==> src/rtl/noc_output_arbiter.sv <==
// Round-robin, packet-locking arbiter for one router output port with
// credit-based flow control toward the downstream FIFO.
//
// state  | meaning
// IDLE   | no owner; scan eligible HEADER requests from ptr+1
// ACTIVE | one channel locked to the output until its TAIL transfers

`ifndef HEADER
`define HEADER 3'b001
`endif
`ifndef PAYLOAD
`define PAYLOAD 3'b010
`endif
`ifndef TAIL
`define TAIL 3'b100
`endif

module noc_output_arbiter #(
  parameter int CREDITS = 4
) (
  input  logic        clk,
  input  logic        rst,
  input  logic [4:0]  req,
  input  logic [4:0]  empty_in,
  input  logic [14:0] flit_id_in,
  input  logic        credit_in,
  output logic [4:0]  grant,
  output logic [2:0]  xbar_sel,
  output logic [4:0]  read_en,
  output logic        valid_out,
  output logic [2:0]  credit_cnt
);

  localparam logic [2:0] CRED_MAX = 3'(CREDITS);

  typedef enum logic {IDLE, ACTIVE} state_t;

  state_t      state, state_nxt;
  logic [4:0]  grant_nxt;
  logic [2:0]  sel_nxt;
  logic [2:0]  ptr, ptr_nxt;
  logic [2:0]  credit_nxt;
  logic [4:0]  eligible;
  logic [2:0]  winner;
  logic        win_found;
  logic [3:0]  scan_idx;
  logic [2:0]  cur_id;
  logic        xfer;
  logic        tail_xfer;

  always_comb begin
    eligible = '0;
    for (int i = 0; i < 5; i++) begin
      eligible[i] = req[i] & ~empty_in[i] & (flit_id_in[3*i +: 3] == `HEADER);
    end
  end

  // First eligible channel after the last winner, wrapping modulo 5.
  always_comb begin
    winner    = '0;
    win_found = 1'b0;
    scan_idx  = '0;
    for (int d = 1; d <= 5; d++) begin
      scan_idx = {1'b0, ptr} + 4'(d);
      if (scan_idx >= 4'd5) scan_idx = scan_idx - 4'd5;
      if (!win_found && eligible[scan_idx[2:0]]) begin
        win_found = 1'b1;
        winner    = scan_idx[2:0];
      end
    end
  end

  always_comb begin
    cur_id = '0;
    case (xbar_sel)
      3'd0:    cur_id = flit_id_in[2:0];
      3'd1:    cur_id = flit_id_in[5:3];
      3'd2:    cur_id = flit_id_in[8:6];
      3'd3:    cur_id = flit_id_in[11:9];
      3'd4:    cur_id = flit_id_in[14:12];
      default: cur_id = '0;
    endcase
  end

  // grant is one-hot, so masking by ~empty_in pops only the owner.
  always_comb begin
    read_en = '0;
    if (state == ACTIVE && credit_cnt != 3'd0) read_en = grant & ~empty_in;
  end

  assign xfer      = |read_en;
  assign valid_out = xfer;
  assign tail_xfer = xfer & (cur_id == `TAIL);

  always_comb begin
    state_nxt = state;
    grant_nxt = grant;
    sel_nxt   = xbar_sel;
    ptr_nxt   = ptr;
    case (state)
      IDLE: begin
        grant_nxt = '0;
        sel_nxt   = '0;
        if (win_found) begin
          state_nxt = ACTIVE;
          grant_nxt = 5'b00001 << winner;
          sel_nxt   = winner;
          ptr_nxt   = winner;
        end
      end
      ACTIVE: begin
        if (tail_xfer) begin
          state_nxt = IDLE;
          grant_nxt = '0;
          sel_nxt   = '0;
        end
      end
      default: begin
        state_nxt = IDLE;
        grant_nxt = '0;
        sel_nxt   = '0;
      end
    endcase
  end

  always_comb begin
    credit_nxt = credit_cnt;
    case ({xfer, credit_in})
      2'b10:   credit_nxt = credit_cnt - 3'd1;
      2'b01:   if (credit_cnt < CRED_MAX) credit_nxt = credit_cnt + 3'd1;
      default: credit_nxt = credit_cnt;
    endcase
  end

  always_ff @(posedge clk) begin
    if (rst) begin
      state      <= IDLE;
      grant      <= '0;
      xbar_sel   <= '0;
      ptr        <= 3'd4;
      credit_cnt <= CRED_MAX;
    end else begin
      state      <= state_nxt;
      grant      <= grant_nxt;
      xbar_sel   <= sel_nxt;
      ptr        <= ptr_nxt;
      credit_cnt <= credit_nxt;
    end
  end

endmodule

==> config.mk <==
export PLATFORM = sky130hd
export DESIGN_NAME = noc_output_arbiter
export DESIGN_NICKNAME = d
export VERILOG_FILES = /design/src/rtl/noc_output_arbiter.sv
export SDC_FILE = /design/constraint.sdc
export NUM_CORES = 1
export LEC_CHECK = 0
export CAP_MARGIN = 5
export CORE_MARGIN = 8
export CORE_UTILIZATION = 50
export DETAILED_ROUTE_END_ITERATION = 6
export GPL_ROUTABILITY_DRIVEN = 0
export GPL_TIMING_DRIVEN = 0
export HOLD_SLACK_MARGIN = 0.06
export PLACE_DENSITY = 0.88
export REMOVE_ABC_BUFFERS = 1
export SLEW_MARGIN = 30
export SYNTH_ARGS = -nofsm -noshare
export SYNTH_HDL_FRONTEND = slang
export SYNTH_SLANG_ARGS = --single-unit
==> constraint.sdc <==
create_clock -name clk -period 4.5 [get_ports clk]
set_input_delay 1.125 -clock clk [delete_from_list [all_inputs] [get_ports clk]]
set_output_delay 1.125 -clock clk [all_outputs]
set_load 0.005 [all_outputs]
==> run summary <==
The slack of the critical path was 256 ps. Setup repair after global routing left no endpoint under its margin. The logs give 0 for the initial antenna violation count and 2070 um2 for the area of the mapped netlist. Pin placement for this block handled 45 I/O pins. The largest area contributor in the netlist was sky130_fd_sc_hd__dfxtp_1. The area fraction in compound gates after synthesis is 29.4%. In this run the register-to-register setup slack is 260 ps.

Sorting the synthesized cells by area gives the leading types as sky130_fd_sc_hd__dfxtp_1 (15%), sky130_fd_sc_hd__ha_1 (6.1%), sky130_fd_sc_hd__nor2_1 (4.9%). Data on the critical path arrives at its endpoint at 4400 ps. Average wire per standard cell: 17.4 um. The class of the most critical hold timing path is reg2reg. The layout has 330 filler cells. After technology mapping, the gate count stands at 263. The critical path required time came out at 4660 ps. The largest net degree at the start of global routing is 29.

Based on the critical path, the design can be clocked at up to 236 MHz. The worst setup slack before clock tree synthesis was -232 ps. The via count of the first global-routing pass came out at 2253. After the last flow step, the layout net total stands at 344. After Yosys synthesis, and, or, nand and nor cells account for 34.2% of the synthesized area.

CTS saw 15 sinks. Clock skew on the completed layout was measured at 1.50 ps. The repair_antennas step left the layout with diodes totalling 0. The highest routed metal layer is met4. Of all nets on the critical path, the largest fanout is 28. The kind of capture point of the worst setup path was a flop.

After detailed routing, the number of remaining DRC violations is 0. The cell with the largest stage delay on the worst path was sky130_fd_sc_hd__dfxtp_2. After Yosys synthesis, XOR and XNOR cells account for 2.12% of the synthesized area.

The power density over the cells was 298 nW/um2. The clock root buffer was sky130_fd_sc_hd__clkbuf_8. The total number of vias was 2201; the proportion of netlist area held by the largest area contributor was 14.5%. Worst-skew pair later-pin latency: 240 ps. The critical path goes through clkinvlp_4 -> ha_1 -> inv_1 -> mux4_1 -> a221oi_1 -> nand3_1 -> a32oi_1 -> a31o_1 -> nand2_1 -> o31ai_1.

The overall routing resource usage is 19.5%, and the worst hold path cell count is 1. For this block, the routed nets add up to 6160 um of wire. Cells with a size suffix above 1 make up 10.2% of the layout. The number of hold buffers added after CTS was 0.

The post-synthesis register bit count was 15; the post-route core utilization was 63.8%. The tools report the sequential fraction of the synthesis area as 14.5%. After clock tree synthesis, the clock-pin slew on the worst setup and hold paths is 60 ps. The type of origin of the critical path was a flop. At the pin with the least slew margin, the transition time is 645 ps.

For the estimated wirelength of the detail-placed design, the log shows 4840 um. The logs give 10300 um for the first-pass GRT wire length and 1 for the maximum level of the CTS H-tree. The synthesized area per cell works out to 7.86 um2. The total grt overflow came out at 0. The worst register-to-register path has a depth of 10. The tools report the met3 routed wirelength as 526 um. The run finished with clean final reports.

For the leakage power summed over all cells, the log shows 0.000912 uW. The number of nets still failing antenna checks after routing was 0. The post-layout minimum cycle time was 4240 ps. For the detailed-route wire length on metal 1, the log shows 2780 um.

For this run, the slowest stage of the critical path takes 700 ps. The dominant combinational cell family by area after synthesis was simple AND/OR/NAND/NOR gates. The initial utilization of the core area, before any placement, comes to 51.7%. The count of buffer and inverter cells on the critical path is 2. The tools report the number of buffers on the longest clock path as 2. The worst register-to-register path begins at ptr[0].

The vertical extent of the die was 80.3 um; the number of enable-type register cells in the synthesized netlist was 0. The number of max-slew violations in the final report is 0, and the relative max-transition margin is 56.5%. Counting flops with an async set or reset pin after synthesis yields a share of 0%. After detailed routing, the number of vias per cell comes to 6.24. In the detailed route, the total length drawn on met2 is 2720 um. The synthesized netlist devotes 7.99% of its cell area to adder and majority cells.

Counting the buffers created by CTS gives 3. The worst setup path is of the reg2reg kind. The critical path starts at ptr[0]. For the total number of yosys warnings, the log shows 0.

The logs give 165 for the count of routing violations after the opening detailed-route iteration and 23 for the row count. The number of different library cells used by synthesis comes to 78. The floorplan step defined a die boundary enclosing 6450 um2. TritonCTS built the clock tree.

The post-synthesis to final-layout area growth was 23.4%. The total core area came out at 4000 um2. The worst register-to-register path ends at grant[2]. On the critical path the largest part of the delay comes from compound AO/OA/AOI/OAI gates. For this run, the leading register cell type out of synthesis is sky130_fd_sc_hd__dfxtp_1. Setup violations remaining at the end of the flow were counted as 0. The end of the critical path was grant[2]. The die is 80.3 um wide.

Counting buffers and inverters, the worst setup path is 10 cells deep. The count of buffers added on input and output ports is 44. The first-pass iteration count of the detailed router is 4. After layout, the worst path uses 94.3% of the clock period. In the synthesized netlist, mux cells make up 6.30% of the area. The tools report the final count of hold timing violations as 0.

The logs give 0 for the reported max-cap violation count and 0.142 mV for the maximum vdd drop.
==> timing repair <==
action | in CTS | in global routing
buffers inserted | 0 | 0
pin swaps | 0 | 0
resized for setup | 1 | 1
setup endpoints to repair | 9 | 2
==> metrics by stage <==
step	cell area [um2]	hold WS, ps	setup TNS (ps)	power (uW)	std cells
6_report	2550	506	0	759	353
3_3_place_gp	2500	465	-462	631	349
5_1_grt	2550	520	0	818	353
2_1_floorplan	2000	455	0	509	255
4_1_cts	2550	502	0	752	353
3_5_place_dp	2500	488	-1180	642	349
==> registers in the layout, indices dropped and copies added, names as in the netlist <==
| signal | count |
|---|---|
| credit_cnt | 3 |
| grant | 5 |
| ptr | 3 |
| state | 1 |
| xbar_sel | 3 |
==> cell usage after synthesis (all sizes together) (3+ instances only) <==
| library cell | number |
|---|---|
| and3 | 6 |
| or3 | 4 |
| nor2 | 28 |
| nand3 | 8 |
| nand2 | 18 |
| dfxtp | 15 |
| ha | 10 |
| nand2b | 6 |
| a2111oi | 3 |
| o21ai | 18 |
| o211ai | 3 |
| nor3b | 8 |
| or2b | 3 |
| nor4 | 3 |
| o31ai | 3 |
| xnor2 | 3 |
| or3b | 4 |
| inv | 11 |
| clkbuf | 6 |
| or2 | 3 |
| mux2i | 4 |
| o21a | 4 |
| a211oi | 4 |
| mux4 | 3 |
| nor2b | 4 |
| a21oi | 21 |
| nor3 | 13 |
==> power breakdown <==
part | leakage (uW) | total [uW] | internal [uW] | switching [uW]
Sequential | 0.000122 | 195 | 150 | 44.7
Clock | 0.0000228 | 108 | 62.6 | 45.6
Combinational | 0.000767 | 456 | 201 | 255
Total | 0.000912 | 759 | 414 | 345
==> layer usage <==
metal,global-route usage [%],up-vias
li1,-,1083
met1,24.6,1002
met2,31.9,102
met3,4.46,14
met4,6.00,0
met5,0,-
==> layout make-up <==
type / instances / area, um2 / share of cell area (%)
Sequential cell: 15 / 302 / 11.8
Clock buffer: 4 / 45.0 / 1.77
Multi-Input combinational cell: 228 / 1650 / 64.8
Timing Repair Buffer: 44 / 440 / 17.3
Tap cell: 50 / 62.6 / 2.45
Inverter: 12 / 48.8 / 1.91
==> cell usage in the layout, fill, tap and decap left out, drive strengths merged, types with 3 or more instances in the layout <==
cell           instances
dfxtp                 15
clkdlybuf4s50         44
a211oi                 4
mux2i                  4
nor4                   3
a21oi                 21
o31ai                  3
o21ai                 18
o211ai                 3
ha                    10
nand2                 18
or3                    4
nor2                  28
or3b                   4
inv                   11
nor3                  13
nand2b                 6
or2b                   3
and3                   6
nor2b                  4
o21a                   4
mux4                   3
or2                    3
clkbuf                 4
nand3                  8
xnor2                  3
nor3b                  8
a2111oi                3
==> kinds of logic (layout without fill, tap and decap cells) <==
kind of cell    count (synthesis)  count (layout)
simple gates                  122             122
compound gates                 81              81
buf+inv                        20              60
flops                          15              15
fa+ha+maj                      12              12
mux                             8               8
xor+xnor                        5               5
==> how the worst min path moves through the flow <==
stage / start / to / slack (ps)
floorplan: grant[4] / grant[4] / 450
global placement: grant[4] / grant[4] / 470
detailed placement: grant[4] / grant[4] / 490
CTS: grant[4] / grant[4] / 500
global route: grant[1] / grant[1] / 520
finish: grant[1] / grant[1] / 510
Note: power is estimated with default switching activity, not from simulation.
